## src/rtl/neuron_tree_sched.sv

```systemverilog
// neuron_tree_sched: sequences operand batches through the shared adder tree and accumulates the membrane potential.
// Optional saturation of the accumulator is enabled by defining ACC_SAT_EN, which also adds the sat_flag port.
module neuron_tree_sched #(
  parameter int N      = 8,
  parameter int NUM_IN = 8,
  parameter int SETTLE = 2,
  parameter int ACC_W  = 16,
  parameter int BW     = 4
) (
`ifdef ACC_SAT_EN
  output logic                  sat_flag,
`endif
  input  logic                  clk,
  input  logic                  rst_n,
  input  logic                  start,
  input  logic [BW-1:0]         cfg_batches,
  input  logic [ACC_W-1:0]      cfg_thresh,
  input  logic                  op_valid,
  input  logic [NUM_IN*N-1:0]   op_data,
  output logic                  op_ready,
  output logic [NUM_IN*N-1:0]   tree_op,
  input  logic [N+2:0]          tree_sum,
  output logic [ACC_W-1:0]      acc,
  output logic                  busy,
  output logic                  done,
  output logic                  spike
);
  localparam int CW = SETTLE > 1 ? $clog2(SETTLE) : 1;
  typedef enum logic [2:0] {S_IDLE, S_LOAD, S_SETTLE, S_CAPT, S_FIRE} state_t;
  state_t            state;
  logic [CW-1:0]     cnt;
  logic [BW-1:0]     batch_cnt, batches;
  logic [ACC_W-1:0]  thresh, acc_nx;
  logic              last;
  assign op_ready = state == S_LOAD;
  assign busy     = state != S_IDLE;
  assign last     = batch_cnt + BW'(1) == batches;
`ifdef ACC_SAT_EN
  logic [ACC_W:0] sum;
  assign sum    = {1'b0, acc} + (ACC_W+1)'(tree_sum);
  assign acc_nx = sum[ACC_W] ? '1 : sum[ACC_W-1:0];
`else
  assign acc_nx = acc + ACC_W'(tree_sum);
`endif
  always_ff @(posedge clk or negedge rst_n) begin
    if (!rst_n) begin
      state     <= S_IDLE;
      cnt       <= '0;
      batch_cnt <= '0;
      batches   <= '0;
      thresh    <= '0;
      acc       <= '0;
      tree_op   <= '0;
      done      <= 1'b0;
      spike     <= 1'b0;
`ifdef ACC_SAT_EN
      sat_flag  <= 1'b0;
`endif
    end else begin
      done  <= 1'b0;
      spike <= 1'b0;
      case (state)
        S_IDLE: if (start) begin
          batches   <= cfg_batches == '0 ? BW'(1) : cfg_batches;
          thresh    <= cfg_thresh;
          acc       <= '0;
          batch_cnt <= '0;
`ifdef ACC_SAT_EN
          sat_flag  <= 1'b0;
`endif
          state     <= S_LOAD;
        end
        // tree_op only changes on acceptance so the tree inputs stay quiet otherwise
        S_LOAD: if (op_valid) begin
          tree_op <= op_data;
          cnt     <= CW'(SETTLE - 1);
          state   <= S_SETTLE;
        end
        S_SETTLE: begin
          cnt <= cnt - CW'(1);
          if (cnt == '0) state <= S_CAPT;
        end
        S_CAPT: begin
          acc       <= acc_nx;
          batch_cnt <= batch_cnt + BW'(1);
`ifdef ACC_SAT_EN
          if (sum[ACC_W]) sat_flag <= 1'b1;
`endif
          state     <= last ? S_FIRE : S_LOAD;
          done      <= last;
          spike     <= last && acc_nx >= thresh;
        end
        S_FIRE: state <= S_IDLE;
        default: state <= S_IDLE;
      endcase
    end
  end
endmodule

```

## config.mk

```make
export PLATFORM = sky130hd
export DESIGN_NAME = neuron_tree_sched
export DESIGN_NICKNAME = d
export VERILOG_FILES = /design/src/rtl/neuron_tree_sched.sv
export SDC_FILE = /design/constraint.sdc
export NUM_CORES = 1
export LEC_CHECK = 0
export CAP_MARGIN = 15
export CORE_ASPECT_RATIO = 0.5
export CORE_MARGIN = 3
export CORE_UTILIZATION = 42
export DETAILED_ROUTE_END_ITERATION = 10
export PLACE_DENSITY = 0.78
export SKIP_LAST_GASP = 1
export SYNTH_ARGS = -nofsm -noshare
export SYNTH_HDL_FRONTEND = slang
export SYNTH_SLANG_ARGS = --single-unit
```

## constraint.sdc

```tcl
create_clock -name clk -period 2.64 [get_ports clk]
set_input_delay 0.396 -clock clk [delete_from_list [all_inputs] [get_ports clk]]
set_output_delay 0.396 -clock clk [all_outputs]
set_load 0.02 [all_outputs]
```

; ---- Word level (Yosys, flattened, before mapping)
; Index checks and enable logic that the tools add are counted.
[op_classes]
n_addsub = 3
n_lt_le_gt_ge = 1
n_eq_ne = 7
n_mux = 14
reduce_logical = 11
[ops]
columns = cell, n
row1 = case mux 16 bit (2 select lines), 1
row2 = adder 16 x 11 -> 16 bit, 1
row3 = greater-or-equal comparator 16 bit, 1
row4 = two-way mux 16 bit, 1
row5 = two-way mux 3 bit, 4
row6 = case mux 3 bit (4 select lines), 1
row7 = two-way mux 4 bit, 2
row8 = case mux 4 bit (2 select lines), 1
row9 = AND reduction 2 bit, 4
row10 = == test 3 x 2 -> 1 bit (second input constant), 2
row11 = inequality test 2 bit (second input constant), 3
row12 = adder 4 x 1 -> 4 bit (second input constant), 1
row13 = == test 4 bit, 1
row14 = logical NOT 4 bit, 1
row15 = nonzero test 2 bit, 2
row16 = == test 3 x 1 -> 1 bit (second input constant), 1
row17 = logical NOT 3 bit, 1
row18 = two-way mux 1 bit, 3
row19 = AND reduction 3 bit, 1
row20 = nonzero test 3 bit, 1
row21 = case mux 1 bit (2 select lines), 1
row22 = logical AND 1 bit, 1
row23 = subtractor 1 bit (second input constant), 1
[totals]
reg_bits = 110
in_bits = 99
output_inout_bits = 84
wordCells = 45

; ---- Depth between registers and ports, before layout
; Gate-level depths: netlist of the first run.
[depth]
depth_word = 4
depth_mapped = 15
depth_no_buf = 15

; ---- Worst setup path after synthesis of the first run
; Ideal clock, no wire load.
[synth_path]
path_type = register to register
start = reg acc[0]
end = reg spike
setup_ns = 0.119
t_arrival_ns = 2.705
setup_slack_ns = -0.184
stages_incl_launch_ff = 16
n_path_buf = 0
period_less_slack_ns = 2.824
cell_sequence = dfrtp_1 > ha_1 > inv_1 > fa_1 > nor2b_4 > o31a_4 > o31ai_4 > nand2_1 > nand2_1 > xnor2_1 > ha_1 > a21o_1 > a21o_1 > a21oi_1 > o21ai_0 > o21a_1
[synth_between]
elab_chain_len = 4
[synth_rtl]
columns = item, line
row1 = "start, declared", 23  ; output logic [ACC_W-1:0] acc,
row2 = "start signal, assigned", 84  ; acc <= acc_nx;
row3 = adder 16 x 11 -> 16 bit, 43  ; assign acc_nx = acc + ACC_W'(tree_sum);
row4 = greater-or-equal comparator 16 bit, 91  ; spike <= last && acc_nx >= thresh;
row5 = logical AND 1 bit, 91
row6 = two-way mux 1 bit, 62  ; case (state)
row7 = "end signal, assigned", 91
row8 = "end, declared", 26  ; output logic spike
; No other way between the ends.
; A chain may end at the register's enable or synchronous reset.

; ---- Final worst setup path of the first run
; Same ends and word-level chain as after synthesis.

==> results of run 1 <==
## routing by layer
layer  vias to the layer above  track usage [%]  part of all wire (%)
met5                         -                0                     0
met4                         0            4.491                   1.5
met1                      2123            23.54                    42
met2                       128            36.69                    51
li1                       2077                -                     -
met3                        18            4.191                   4.9
## synthesized netlist by cell type (2+ instances only)
| cell | count |
|---|---|
| o211ai_1 | 2 |
| clkbuf_1 | 4 |
| nand2b_1 | 3 |
| nor2_1 | 19 |
| buf_2 | 4 |
| nand3_1 | 4 |
| inv_1 | 24 |
| nor3_1 | 4 |
| xor2_1 | 5 |
| a21oi_1 | 19 |
| mux2_2 | 64 |
| o2bb2ai_1 | 4 |
| buf_6 | 6 |
| a211oi_1 | 3 |
| dfrtp_1 | 110 |
| and2_1 | 4 |
| mux2_1 | 4 |
| xnor2_1 | 12 |
| a21o_1 | 6 |
| o21a_1 | 5 |
| o31ai_4 | 2 |
| buf_4 | 3 |
| a211oi_2 | 3 |
| nand4_1 | 3 |
| ha_1 | 28 |
| o21ai_1 | 3 |
| nand2_1 | 48 |
| o22ai_1 | 4 |
| nor2b_1 | 4 |
| o21ai_0 | 34 |
| a211o_1 | 2 |
## flip-flops by register name (all words and copies together), names as in the netlist
name	count
acc	16
batch_cnt	4
batches	4
cnt	1
done	1
spike	1
state	3
thresh	16
tree_op	64
## power by group through the flow
stage / sequential (mW) / clock [mW] / combinational [mW]
6_report: 2.88 / 1.32 / 5.38
2_1_floorplan: 3.59 / 0 / 2.27
4_1_cts: 2.89 / 1.36 / 5.38
3_3_place_gp: 2.87 / 0 / 5.07
3_5_place_dp: 2.91 / 0 / 5.19
5_1_grt: 2.99 / 1.44 / 5.81
## worst max-delay path: cells and delay by family (launching register included)
kind,cells,cell delay [ns]
XOR/XNOR,1,0.09
adder cells (fa/ha/maj),3,0.69
AO/OA/AOI/OAI,5,0.98
buffers and inverters,1,0.05
AND/OR/NAND/NOR,5,0.56
flip-flops,1,0.43
## through the flow
stage | TNS, ns | util (%) | power (mW) | std cells | hold slack, ns
floorplan | -0.09599 | - | 5.860 | 463 | 0.1004
global placement | -0.6118 | 62.94 | 7.940 | 832 | 0.3802
detailed placement | -0.6717 | 62.94 | 8.098 | 832 | 0.3844
CTS | -0.3981 | 66.62 | 9.632 | 860 | 0.009229
global route | -0.3935 | 66.72 | 10.25 | 858 | 0.01956
finish | -0.2274 | 66.72 | 9.581 | 858 | -0.005055
## final cells by class
class	instances	area [sq um]
multi-input cells	312	2581
clock buffers	10	229.0
inverters	24	90.09
fillers	949	4058
clock inverters	6	67.56
repair buffers	231	2206
flip-flops and latches	110	2754
well taps	165	206.4
## worst min-delay path by stage
stage / slack (ns) / cells past startpoint / from / endpoint
finish: -0.005 / 1 / rst_n / tree_op[51]
CTS: 0.009 / 1 / rst_n / tree_op[50]
global route: 0.02 / 1 / rst_n / tree_op[51]
floorplan: 0.10 / 0 / rst_n / acc[0]
detailed placement: 0.38 / 1 / rst_n / tree_op[51]
global placement: 0.38 / 1 / rst_n / tree_op[51]
## what timing repair did
item                       CTS  global route
buffers inserted            12             1
pin swaps                   17             8
gates resized for setup     17             7
hold buffers                 0             0
setup endpoints to repair    1             3
## cells by family (layout without fill, tap and decap cells)
| logic type | Yosys count | count (layout) | synth area share, % |
|---|---|---|---|
| multiplexers | 69 | 69 | 14.33 |
| AO/OA/AOI/OAI | 96 | 96 | 11.88 |
| XOR/XNOR | 18 | 18 | 3.051 |
| flip-flops | 110 | 110 | 50.84 |
| buffers and inverters | 41 | 271 | 3.975 |
| AND/OR/NAND/NOR | 100 | 100 | 9.083 |
| adder cells (fa/ha/maj) | 29 | 29 | 6.841 |
==> summary.md, run 1 <==
| Metric | Value |
|---|---|
| Status | `complete, but fails checks` |
| Failing checks | `negative hold slack, negative setup slack` |
| Area contributors post-synth | `dfrtp_1 51%, mux2_2 13%, ha_1 6.5%` |
| Initial antenna violation count | `0` |
| I/O pins | `183` |
| Worst Clk Skew | `0.01035 ns` |
| CTS tree | `yes` |
| GP Congestion | `0.8397` |
| CP Max Fanout | `4` |
| CTS buffer count | `9` |
| Via count | `4346` |
| Most frequent cells in the layout | `173 x clkdlybuf4s50_1, 109 x dfrtp_1, 64 x mux2_2` |
| Finished Cell Area | `8134 sq um` |
| FF-to-FF End | `spike` |
| Hold_ws | `-0.005055 ns` |
| Achievable Freq | `348.8 MHz` |
| Via density | `5.065` |
| Number of global-route vias before repair | `4589` |
| Final #Nets | `816` |
| Sequential Power Share | `30.0%` |
| R2r startpoint | `acc[0]` |
| Top cell type's share of synthesized area | `50.84%` |
| EDFF count, synth | `0` |
| Yosys reg bits | `110` |
| CTS sink cnt | `110` |
| Gr usage total | `19.58%` |
| RSZ-0062 raised after global routing | `yes` |
| CP endpoint kind | `flop` |
| ANT cells | `0` |
| Slowest stage delay, CP | `0.43 ns` |
| Pint | `5.901 mW` |
| CTS H-Tree Depth | `3` |
| Total iterations of the first detailed-routing run | `4` |
| Placed Area | `7674 sq um` |
| Max-cap violations | `0` |
| Hold Crit Class | `primary input to asynchronous set/reset pin` |
| R2R cell count | `15` |
| Largest net degree at the start of global routing | `65` |
| DR iter-0 viols | `164` |
| Final period util | `108.6%` |
| First-pass GRT wire length | `23.07 mm` |
| Syn_nets | `591` |
| WP data arrival | `3.15 ns` |
| Clock power share | `13.8%` |
| Layout area overhead | `50.24%` |
| Synth Instances | `463` |
| Worst endpoint required time | `2.92 ns` |
| CTS Buffer Depth | `2` |
| Switching Share | `38.41%` |
| Share of cells above drive strength 1 | `23.67%` |
| Wire per inst | `16.11 um` |
| Drt drc | `0` |
| Distinct cells, synth | `54` |
| R2R setup slack | `-0.23 ns` |
| Worst setup startpoint | `acc[0]` |
| Routed Antenna Nets | `0` |
| Dpl ws | `-0.6717 ns` |
| VDD IR max | `0.6002 mV` |
| Static Leak | `3.497 nW` |
| Worst Setup Start Kind | `flop` |
| Cell Area, Synth | `5414 sq um` |
| Yosys top cell by area | `dfrtp_1` |
| CP max stage cell | `dfrtp_2` |
| WS Path Type | `flop to flop` |
| Crit-path cells | `ha_4, inv_2, fa_2, nor2b_4, o31a_4, o31ai_4, nand2_1, nand2_1, xnor2_1, ha_1, nand4_1, nor2_1, o2111ai_1, a21oi_1, o21a_1` |
| Root buffer cell | `clkbuf_16` |
| Worst skew pair latency | `0.34 ns` |
| Combinational cell fraction of total power | `56.2%` |
| Final Hold Viols | `9` |
| Slew headroom | `65.17%` |
| Die height | `86.28 um` |
| Total grt overflow | `0` |
| Most common cell after layout, fill and taps aside | `clkdlybuf4s50_1` |
| Drt total wl | `13.83 mm` |
| Synthesized area per cell | `11.69 sq um` |
| PwrDens | `1178 nW/um^2` |
| Die area | `14370 sq um` |
| Most used cell, CP | `nand2_1` |
| Critical Path Sink | `spike` |
| Rows | `28` |
| Setup violations, final | `1` |
| Ys async rst share | `100.0%` |
| Clk pin slew, worst setup/hold paths | `0.08 ns` |
| Pins Over Slew Limit | `0` |
| I/O Buffers | `182` |
| Core area | `12190 sq um` |
| Slew @ Worst Pin | `0.5213 ns` |
| DP HPWL | `10.24 mm` |
| Sw power | `3.680 mW` |
| Setup ws final | `-0.2274 ns` |
| Predominant post-synthesis flop cell | `dfrtp_1` |
| Die W | `166.6 um` |
| Synth warn | `0` |
| Final Critical Period | `2.867 ns` |
| Seq/Total Area, Yosys | `50.84%` |
| Initial cell density of the core | `44.41%` |
Note: power is estimated with default switching activity, not from simulation.
==> run 2, diff against run 1 <==
--- a/config.mk
+++ b/config.mk
@@ -11,6 +11,7 @@
 export CORE_UTILIZATION = 42
 export DETAILED_ROUTE_END_ITERATION = 10
 export PLACE_DENSITY = 0.78
+export SETUP_SLACK_MARGIN = 0.05
 export SKIP_LAST_GASP = 1
 export SYNTH_ARGS = -nofsm -noshare
 export SYNTH_HDL_FRONTEND = slang
==> results of run 2 <==
Same layout as run 1: the final DEF is identical, and so are final timing and power.
